**config.mk**
```make
export PLATFORM = sky130hd
export DESIGN_NAME = ser_scrambler_param
export DESIGN_NICKNAME = d
export VERILOG_FILES = /design/src/rtl/ser_scrambler_param.sv
export SDC_FILE = /design/constraint.sdc
export NUM_CORES = 1
export LEC_CHECK = 0
export CAP_MARGIN = 20
export CELL_PAD_IN_SITES_DETAIL_PLACEMENT = 0
export CELL_PAD_IN_SITES_GLOBAL_PLACEMENT = 2
export CORE_ASPECT_RATIO = 1.75
export CORE_MARGIN = 10
export CORE_UTILIZATION = 34
export DETAILED_ROUTE_END_ITERATION = 8
export PLACE_DENSITY_LB_ADDON = 0.25
export SYNTH_ARGS = -nofsm -noshare
export SYNTH_HDL_FRONTEND = slang
export SYNTH_SLANG_ARGS = --single-unit
```
**constraint.sdc**
```tcl
create_clock -name clk -period 1.9 [get_ports clk]
set_input_delay 0.285 -clock clk [delete_from_list [all_inputs] [get_ports clk]]
set_output_delay 0.285 -clock clk [all_outputs]
set_load 0.03 [all_outputs]
```
**src/rtl/ser_scrambler_param.sv**
```systemverilog
// ---------------------------------------------------------------------------
// ser_scrambler_param
//
// Parallel-to-serial converter with a multiplicative (self-synchronising)
// scrambler on the interior bits of each word and per-word ASK/DPSK line
// coding. Words enter through a valid/ready handshake and leave MSB-first,
// one bit per clock, toward the transmitter modulator.
//
// Ports:
//   clk          bit clock, rising-edge active
//   rst          asynchronous active-high reset
//   word_in      parallel word (bit WORD_W-1 sent first)
//   word_valid   word_in is valid
//   word_ready   combinational: a word is accepted on this edge if valid
//   scr_en       scramble interior bits of the word (sampled at accept)
//   dpsk_en      1 = DPSK, 0 = ASK for the word (sampled at accept)
//   ser_out      registered serial line bit
//   ser_valid    ser_out carries a word bit this cycle
//   frame_start  ser_out is the first bit of a word
// ---------------------------------------------------------------------------
module ser_scrambler_param #(
  parameter int WORD_W     = 12,
  parameter int START_BITS = 1,
  parameter int STOP_BITS  = 1,
  parameter int LFSR_W     = 23,
  parameter int TAP_A      = 3,
  parameter int TAP_B      = 22,
  parameter logic [LFSR_W-1:0] SEED = {{(LFSR_W-1){1'b0}}, 1'b1}
) (
  input  logic              clk,
  input  logic              rst,
  input  logic [WORD_W-1:0] word_in,
  input  logic              word_valid,
  output logic              word_ready,
  input  logic              scr_en,
  input  logic              dpsk_en,
  output logic              ser_out,
  output logic              ser_valid,
  output logic              frame_start
);

  // Refuse to build with framing that leaves no interior or with bad taps.
  if ((START_BITS + STOP_BITS >= WORD_W) || (TAP_A >= TAP_B) || (TAP_B >= LFSR_W)) begin : g_bad_params
    $error("ser_scrambler_param: illegal parameter set");
  end

  // Counter is wide enough to hold WORD_W itself (used as a bound below).
  localparam int CW = $clog2(WORD_W + 1);
  localparam logic [CW-1:0] K_LAST      = CW'(WORD_W - 1);
  localparam logic [CW-1:0] K_INT_FIRST = CW'(START_BITS);
  localparam logic [CW-1:0] K_INT_END   = CW'(WORD_W - STOP_BITS);

  typedef enum logic [0:0] {IDLE = 1'b0, SHIFT = 1'b1} state_t;

  state_t              state, state_next;
  logic [WORD_W-1:0]   shreg, shreg_next;
  logic [CW-1:0]       k, k_next;
  logic [LFSR_W-1:0]   lfsr, lfsr_next;
  logic                scr_q, scr_next;
  logic                dpsk_q, dpsk_next;
  logic                out_next, valid_next, fs_next;
  logic                accept, interior, d, s;

  assign word_ready = (state == IDLE) || ((state == SHIFT) && (k == K_LAST));
  assign accept     = word_valid && word_ready;

  // Next-state and datapath: shift, scramble, line-code, handshake.
  always_comb begin
    state_next = state;
    shreg_next = shreg;
    k_next     = k;
    lfsr_next  = lfsr;
    scr_next   = scr_q;
    dpsk_next  = dpsk_q;
    out_next   = ser_out;
    valid_next = 1'b0;
    fs_next    = 1'b0;
    interior   = 1'b0;
    d          = 1'b0;
    s          = 1'b0;

    case (state)
      IDLE: begin
        // DPSK idles without a transition; ASK idles at 0.
        if (dpsk_q) begin
          out_next = ser_out;
        end else begin
          out_next = 1'b0;
        end
      end
      SHIFT: begin
        d          = shreg[WORD_W-1];
        shreg_next = {shreg[WORD_W-2:0], 1'b0};
        interior   = (k >= K_INT_FIRST) && (k < K_INT_END);
        // Multiplicative scrambler: the scrambled bit itself feeds the lfsr.
        if (interior && scr_q) begin
          s         = d ^ lfsr[TAP_A] ^ lfsr[TAP_B];
          lfsr_next = {lfsr[LFSR_W-2:0], s};
        end else begin
          s = d;
        end
        out_next   = dpsk_q ? (s ^ ser_out) : s;
        valid_next = 1'b1;
        fs_next    = (k == '0);
        if (k == K_LAST) begin
          state_next = IDLE;
          k_next     = '0;
        end else begin
          k_next = k + CW'(1);
        end
      end
      default: begin
        state_next = IDLE;
        k_next     = '0;
      end
    endcase

    // An accept on the last bit overrides the return to IDLE (no gap).
    if (accept) begin
      shreg_next = word_in;
      scr_next   = scr_en;
      dpsk_next  = dpsk_en;
      k_next     = '0;
      state_next = SHIFT;
    end else begin
      state_next = state_next;
    end
  end

  // State and output registers.
  always_ff @(posedge clk or posedge rst) begin
    if (rst) begin
      state       <= IDLE;
      shreg       <= '0;
      k           <= '0;
      lfsr        <= SEED;
      scr_q       <= 1'b0;
      dpsk_q      <= 1'b0;
      ser_out     <= 1'b0;
      ser_valid   <= 1'b0;
      frame_start <= 1'b0;
    end else begin
      state       <= state_next;
      shreg       <= shreg_next;
      k           <= k_next;
      lfsr        <= lfsr_next;
      scr_q       <= scr_next;
      dpsk_q      <= dpsk_next;
      ser_out     <= out_next;
      ser_valid   <= valid_next;
      frame_start <= fs_next;
    end
  end

endmodule

```
Yosys cells after proc, flatten, opt, wreduce, memory -nomap -nowiden
Cells that the tools add are included.
Widths: inputs -> output; s select.
- RAM bits: 0
- word-level logic and storage cells: 41
- register bits after elaboration: 45
- ROM bits: 0
- output and inout port bits: 4
- input bits: 17
- memories: 0
- latch bits: 0
- bitwise logic cells: 4
- $mul: 0
- shifts and indexed selects: 0
- reduce and logical (&&, ||, !) cells: 8
- order comparisons: 2
- equal/unequal tests: 2
- mux-type cells: 15
- add/subtract/negate cells: 1
- div/mod/pow operators: 0
- operators with widths (operator ; number):
    $mux 12 ; 2
    $mux 4 ; 3
    $mux 1 ; 9
    $add 4x1->4 const B ; 1
    $eq 4x4->1 const B ; 1
    $ge 4x1->1 const B ; 1
    $logic_and 1x1->1 ; 4
    $logic_not 4->1 ; 1
    $lt 4x4->1 const B ; 1
    $xor 1x1->1 ; 3
    $ne 2x2->1 const B ; 1
    $pmux 1 s2 ; 1
    $reduce_and 2->1 ; 1
    $reduce_bool 2->1 ; 1
    $logic_or 1x1->1 ; 1
    $not 1->1 ; 1

Logic depth before layout (Yosys ltp)
Gate-level depths: netlist of run 1.
- word-level depth: 8
- mapped depth: 6
- depth with buffers taken out: 6

Least setup slack after synthesis of run 1
No wires, ideal clock.
- path kind: flip-flop to flip-flop
- from: reg k[0]
- to: reg lfsr[1]
- slack: 0.021 ns
- data arrival time: 1.754 ns
- required time: 1.775 ns
- buffers on the path: 1
- stages on the path, launching flop included: 6
- library setup time: 0.125 ns
- period minus slack after synthesis: 1.879 ns
- cells stage by stage: dfrtp_1 ha_1 o21a_4 nor4_4 buf_6 mux2_4
- word-level cells in the longest chain between the ends: 4
- elaborated cells between the ends (all ways): 5
- classes of those cells: order compare (2); reduce/logical (3)
- ends and longest elaborated chain (element ; RTL line ; RTL):
    start, declared ; 57 ; logic [CW-1:0] k, k_next;
    start signal, assigned ; 145 ; k <= k_next;
    $ge 4x1->1 / $lt 4x4->1 (equally long branches) ; 94 ; interior = (k >= K_INT_FIRST) && (k < K_INT_END);
    $logic_and 1x1->1 * ; 94 ;
    $logic_and 1x1->1 * ; 96 ; if (interior && scr_q) begin
    $reduce_and 2->1 (no source line) * ; - ;
    end signal, assigned ; 146 ; lfsr <= lfsr_next;
    end, declared ; 58 ; logic [LFSR_W-1:0] lfsr, lfsr_next;
Mark *: on every way between the ends. The rest lies on a longest branch, timed or not.
A chain may end at the register's enable or synchronous reset.

Worst setup path in the final report of run 1
- from: reg k[1]
- to: reg lfsr[16]
Same word-level chain as after synthesis.

==> impl_metrics.json, run 1 <==
{
  "hold_buffers": 0,
  "cts_tree": "yes",
  "vias": 1300,
  "combinationalPowerShare_pct": 44.5,
  "grt_antenna_before_repair": 0,
  "htreeDepth": 2,
  "drt-wirelength-per-cell_um": 14.6,
  "fin_cells": 270,
  "yosysWarnings": 0,
  "finalSetupTns_ps": 0,
  "start_util_pct": 35.2,
  "nNetsFinal": 213,
  "syn_area_um2": 1980,
  "layout_setup_ws_ps": 45.5,
  "finalCritPeriodShare_pct": 97.6,
  "slew_headroom_pct": 73.1,
  "drive_gt1_share_pct": 28.4,
  "placed_cell_area_um2": 2310,
  "rows": 36,
  "vias_per_cell": 4.81,
  "dp_slack_ps": 27.6,
  "ys_ff_latch": 45,
  "drc": 0,
  "yosysUniqueCellTypes": 38,
  "hpwlAfterDp_um": 2720,
  "grt_max_degree": 33,
  "internal_power_mw": 2.68,
  "min_period_ps": 1850,
  "cts_buffers": 5,
  "grt_usage_pct": 8.60,
  "cp-start-kind": "flip-flop",
  "outcome": "finished clean",
  "total_power_mw": 4.01,
  "clock_path_buffers": 2,
  "drt-total-wl_um": 3940,
  "drt.antenna.violating_nets": 0,
  "gp_congestion": 0.791,
  "syn_nets": 177,
  "syn_to_final_growth_pct": 26.4,
  "worst_ep_required_time_ps": 2090,
  "report.final.slew_viol_count": 0,
  "cts_root_buffer": "clkbuf_8",
  "core_area_um2": 5630,
  "dr.pass1.iters": 4,
  "peakVddDrop_uv": 473,
  "grt_pass1_vias": 1404,
  "holdCritPathClass": "primary input to async pin",
  "drv_cap": 0,
  "ios": 21,
  "final_util_pct": 44.5,
  "fp.dieH_um": 121,
  "io_buffers": 20,
  "holdWs_ps": 292,
  "finalSetupViolations": 0,
  "power_density_nw_per_um2": 1600,
  "worstMarginPinSlew_ps": 404,
  "cp_max_fo": 6,
  "antenna_cells": 0,
  "clkSinkCount": 45,
  "synth_area_leaders": "dfrtp_1, mux2_4, mux2_2",
  "die_w_um": 77.7,
  "final_area_um2": 2500,
  "critPathCaptureType": "flip-flop",
  "num-fill-cells": 538,
  "p_switching_mw": 1.33,
  "dp_cells": 255,
  "synth-seq-area-share_pct": 56.9,
  "synth_top_cell_by_area": "dfrtp_1",
  "max_clock_freq_ghz": 0.539,
  "grt_first_pass_wirelength_um": 6580,
  "final_hold_viol_count": 0,
  "synth_top_cell_area_share_pct": 55.6,
  "p_leak_nw": 1.16,
  "dieArea_um2": 9400,
  "pwr-share-clk_pct": 15.3,
  "grt.overflow.total": 0,
  "fin_skew_ps": 8.26,
  "first_iter_violations": 111,
  "syn_area_per_cell_um2": 12.6,
  "synthCells": 157,
  "pwr-share-seq_pct": 40.2,
  "clkTransAtPathRegs_ps": 90,
  "switching_share_pct": 33.1,
  "worst_ep_arrival_time_ps": 2040,
  "worst_skew_pair.late_latency_ps": 300,
  "critPathKind": "flip-flop to flip-flop"
}
==> placed cells by master (no fill, tap or decap), types with 2 or more instances in the layout <==
cell | netlist | final
clkbuf_8 | 0 | 5
ha_2 | 0 | 2
clkbuf_16 | 0 | 2
clkdlybuf4s50_1 | 0 | 19
nand3_1 | 3 | 3
xnor2_1 | 2 | 2
nor2_1 | 2 | 2
buf_6 | 2 | 3
buf_4 | 0 | 11
mux2_1 | 3 | 3
o21ai_0 | 3 | 3
dfrtp_1 | 44 | 44
nand2_1 | 31 | 31
mux2_2 | 11 | 11
inv_1 | 5 | 4
a22oi_1 | 11 | 11
mux2_4 | 10 | 10
==> routing by layer <==
layer / vias up / part of all wire, % / GRT usage [%]
met5: - / 0 / 0
met4: 0 / 1.5 / 3.44
met3: 5 / 4.6 / 2.97
met2: 28 / 53 / 14.4
met1: 644 / 41 / 9.68
li1: 623 / - / -
==> timing repair <==
| item | CTS | global route |
|---|---|---|
| setup endpoints to repair | 0 | 22 |
| gates resized for setup | 0 | 4 |
| buffers inserted | 0 | 4 |
==> flip-flops by register name (all words and copies together), names as in the netlist <==
| signal | count |
|---|---|
| lfsr | 23 |
| ser_out | 1 |
| dpsk_q | 1 |
| state | 1 |
| ser_valid | 1 |
| shreg | 12 |
| scr_q | 1 |
| frame_start | 1 |
| k | 4 |
==> critical path, stage by stage (launching register included) <==
cell and delay (ps):
dfrtp_1 410, ha_2 220, o21a_4 210, nor4_4 270, buf_6 170, clkbuf_16 160, mux2_1 310
==> synth_stat cells <==
master and instances:
o41ai_1 1, ha_1 3, clkbuf_1 3, xnor2_1 2
a31o_2 1, or3_1 1, o221ai_1 1, o21a_4 1
a21oi_1 1, dfstp_2 1, nor4_1 1, a21oi_2 1
mux2_2 11, a31oi_1 1, nand3b_1 1, and3_1 1
nor4_4 1, dfrtp_1 44, o21ai_0 3, o211ai_1 1
o21a_1 1, a22o_1 1, nor2_1 2, mux2i_1 1
clkbuf_2 1, nand2_1 31, inv_2 1, inv_1 5
o22ai_1 1, mux2_4 10, buf_6 2, buf_2 1
a22oi_1 11, nand4b_1 1, mux2_1 3, nor4b_4 1
o31ai_1 1, nand3_1 3
==> logic make-up (layout without fill, tap and decap cells) <==
logic type,after synthesis,in the layout,synth area share [%]
and+or+nand+nor,43,43,11.0
adders and majority gates,3,3,1.89
muxes,25,25,16.0
DFF,45,45,56.9
buffers and inverters,13,50,3.35
AOI/OAI and AO/OA,26,26,9.91
xor gates and xnor gates,2,2,0.884
==> worst paths after layout <==
kind,start,endpoint,slack (ps),cells past startpoint
hold reg to reg,shreg[8]$_DFFE_PP0P_,shreg[9]$_DFFE_PP0P_,490,2
hold / removal,rst,k[2]$_DFFE_PP0P_,290,3
setup / recovery,k[1]$_DFFE_PP0P_,lfsr[16]$_DFFE_PP0P_,50,6
min in group clk,shreg[8]$_DFFE_PP0P_,shreg[9]$_DFFE_PP0P_,490,2
max in group asynchronous,rst,lfsr[0]$_DFFE_PP1P_,1210,3
setup reg to reg,k[1]$_DFFE_PP0P_,lfsr[16]$_DFFE_PP0P_,50,6
==> area by class of cell <==
class | instances | area (um2) | share of cell area (%)
Clock buffer | 5 | 68.8 | 2.75
Tap cell | 76 | 95.1 | 3.80
Inverter | 6 | 22.5 | 0.899
Sequential cell | 45 | 1130 | 45.0
Clock inverter | 3 | 21.3 | 0.849
Timing Repair Buffer | 36 | 377 | 15.0
Multi-Input combinational cell | 99 | 793 | 31.7
==> power by group through the flow <==
stage / sequential (mW) / clock (mW) / combinational [mW]
floorplan: 1.59 / 0 / 1.19
global placement: 1.61 / 0 / 1.48
detailed placement: 1.63 / 0 / 1.52
CTS: 1.61 / 0.630 / 1.53
global route: 1.66 / 0.684 / 1.94
finish: 1.61 / 0.612 / 1.78
(Power assumes the default switching activity.)
==> run 2: changes to the inputs <==
Settings changed: CORE_UTILIZATION 34 to 38.
Clock period 1.9 ns to 1.8 ns, I/O delays scaled along.
==> impl_metrics.json, run 2 (same netlist as run 1, synthesis figures left out) <==
{
  "outcome": "finished clean",
  "p_switching_mw": 1.44,
  "drive_gt1_share_pct": 31.1,
  "internal_power_mw": 3.23,
  "rsz0062_at_grt": "true",
  "fin_skew_ps": 3.49,
  "crit-reg2reg-capture": "lfsr[21]$_DFFE_PP0P_",
  "pwr-share-seq_pct": 36.2,
  "final-seq-area_um2": 1130,
  "pwr-share-clk_pct": 18.9,
  "start_util_pct": 39.5,
  "top_regs": "lfsr: 23 flops, shreg: 12 flops, k: 4 flops",
  "worstMarginPinSlew_ps": 386,
  "antenna_cells": 0,
  "vias_per_cell": 5.26,
  "grt.overflow.total": 0,
  "clkTransAtPathRegs_ps": 80,
  "max_clock_freq_ghz": 0.563,
  "num-fill-cells": 449,
  "drt-total-wl_um": 4000,
  "combinationalPowerShare_pct": 45.0,
  "worst_ep_required_time_ps": 1980,
  "grt_pass1_vias": 1427,
  "power_density_nw_per_um2": 1790,
  "report.final.slew_viol_count": 0,
  "largest_reg_flops": 23,
  "cts_buffers": 5,
  "syn_to_final_growth_pct": 31.6,
  "first_iter_violations": 87,
  "r2r_setup_slack_ps": 20,
  "cts_root_buffer": "clkbuf_8",
  "total_power_mw": 4.67,
  "rr_worst_depth": 6,
  "largest_register": "lfsr",
  "vias": 1314,
  "nNetsFinal": 215,
  "dr.pass1.iters": 4,
  "dieArea_um2": 8620,
  "holdCritPathClass": "primary input to async pin",
  "die_w_um": 74.6,
  "io_buffers": 20,
  "r2r_start": "k[1]$_DFFE_PP0P_",
  "clkSinkCount": 45,
  "grt_usage_pct": 9.61,
  "worst_skew_pair.late_latency_ps": 290,
  "min_period_ps": 1780,
  "grt_antenna_before_repair": 0,
  "ios": 21,
  "drt.antenna.violating_nets": 0,
  "final_hold_viol_count": 0,
  "slew_headroom_pct": 74.1,
  "cp_max_fo": 6,
  "drt-wirelength-per-cell_um": 16.0,
  "switching_share_pct": 30.8,
  "p_leak_nw": 1.22,
  "hpwlAfterDp_um": 2720,
  "fp.dieH_um": 116,
  "critPathKind": "flip-flop to flip-flop",
  "grt_first_pass_wirelength_um": 6440,
  "core_area_um2": 5020,
  "rows": 34,
  "critPathCaptureType": "flip-flop",
  "final_util_pct": 51.9,
  "worst_ep_arrival_time_ps": 1960,
  "htreeDepth": 2,
  "final_common_cell": "dfrtp_1",
  "gp_congestion": 0.782,
  "finalCritPeriodShare_pct": 98.7,
  "drv_cap": 0,
  "peakVddDrop_uv": 654,
  "cp-start-kind": "flip-flop",
  "multi_input_area_um2": 846,
  "finalSetupTns_ps": 0,
  "drc": 0,
  "final_cell_mix": "dfrtp_1, nand2_1, clkdlybuf4s50_1",
  "finalSetupViolations": 0,
  "grt_max_degree": 46,
  "cts_tree": "yes",
  "clock_path_buffers": 2
}
[run 2: critical path, stage by stage (launching register included)]
cell	delay, ps
dfrtp_1	400
ha_2	200
o21a_4	200
nor4_4	210
buf_6	170
clkbuf_16	150
mux2_2	320
[run 2: layer usage]
| metal | track usage, % | vias up | routed length, um |
|---|---|---|---|
| met1 | 9.63 | 666 | 1560 |
| met3 | 3.42 | 5 | 159 |
| met2 | 17.0 | 20 | 2200 |
| met4 | 4.57 | 0 | 75 |
| li1 | - | 623 | - |
| met5 | 0 | - | 0 |
[run 2: power groups by stage]
stage	Clock [mW]	Sequential (mW)	Combinational, mW
after floorplan	0	1.68	1.27
after detailed placement	0	1.71	1.70
after global routing	0.968	1.75	2.27
final	0.882	1.69	2.10
after global placement	0	1.68	1.65
after CTS	0.922	1.69	1.71
[run 2: timing repair]
item / CTS / global route
setup endpoints to repair: 12 / 24
hold buffers: 0 / 0
setup buffers: 0 / 4
cloned: 0 / 3
resized for setup: 0 / 16
pin swaps: 1 / 0
[run 2: cell type report]
cell class              count  area share (%)
clock buffers               5            2.64
clock inverters             3            2.50
inverters                   6           0.960
multi-input cells          99            32.4
flip-flops and latches     45            43.2
well taps                  54            2.59
repair buffers             38            15.6
[run 2: how the worst max path moves through the flow]
stage / cells past startpoint / slack (ps) / from / to
floorplan: 5 / -60 / k[0]$_DFFE_PP0P_ / lfsr[1]$_DFFE_PP0P_
global placement: 5 / 30 / k[1]$_DFFE_PP0P_ / lfsr[19]$_DFFE_PP0P_
detailed placement: 5 / -8 / k[1]$_DFFE_PP0P_ / lfsr[15]$_DFFE_PP0P_
CTS: 5 / 10 / k[1]$_DFFE_PP0P_ / word_ready
global route: 5 / -50 / k[1]$_DFFE_PP0P_ / word_ready
finish: 6 / 20 / k[1]$_DFFE_PP0P_ / lfsr[21]$_DFFE_PP0P_
[run 2: stage by stage]
step / hold slack, ps / instance area, um2 / instances / setup WS (ps)
after floorplan: 359 / 1990 / 157 / -63.9
after global placement: 460 / 2320 / 235 / 28.4
after detailed placement: 471 / 2320 / 235 / -7.96
after CTS: 311 / 2450 / 243 / 13.4
after global routing: 335 / 2610 / 250 / -51.8
final: 308 / 2610 / 250 / 23.6
==> run 3: changes to the inputs <==
Settings changed: CTS_CLUSTER_SIZE from default to 8, SLEW_MARGIN from default to 30.
==> results of run 3 <==
Same layout as run 2: the final DEF is identical, and so are final timing and power.
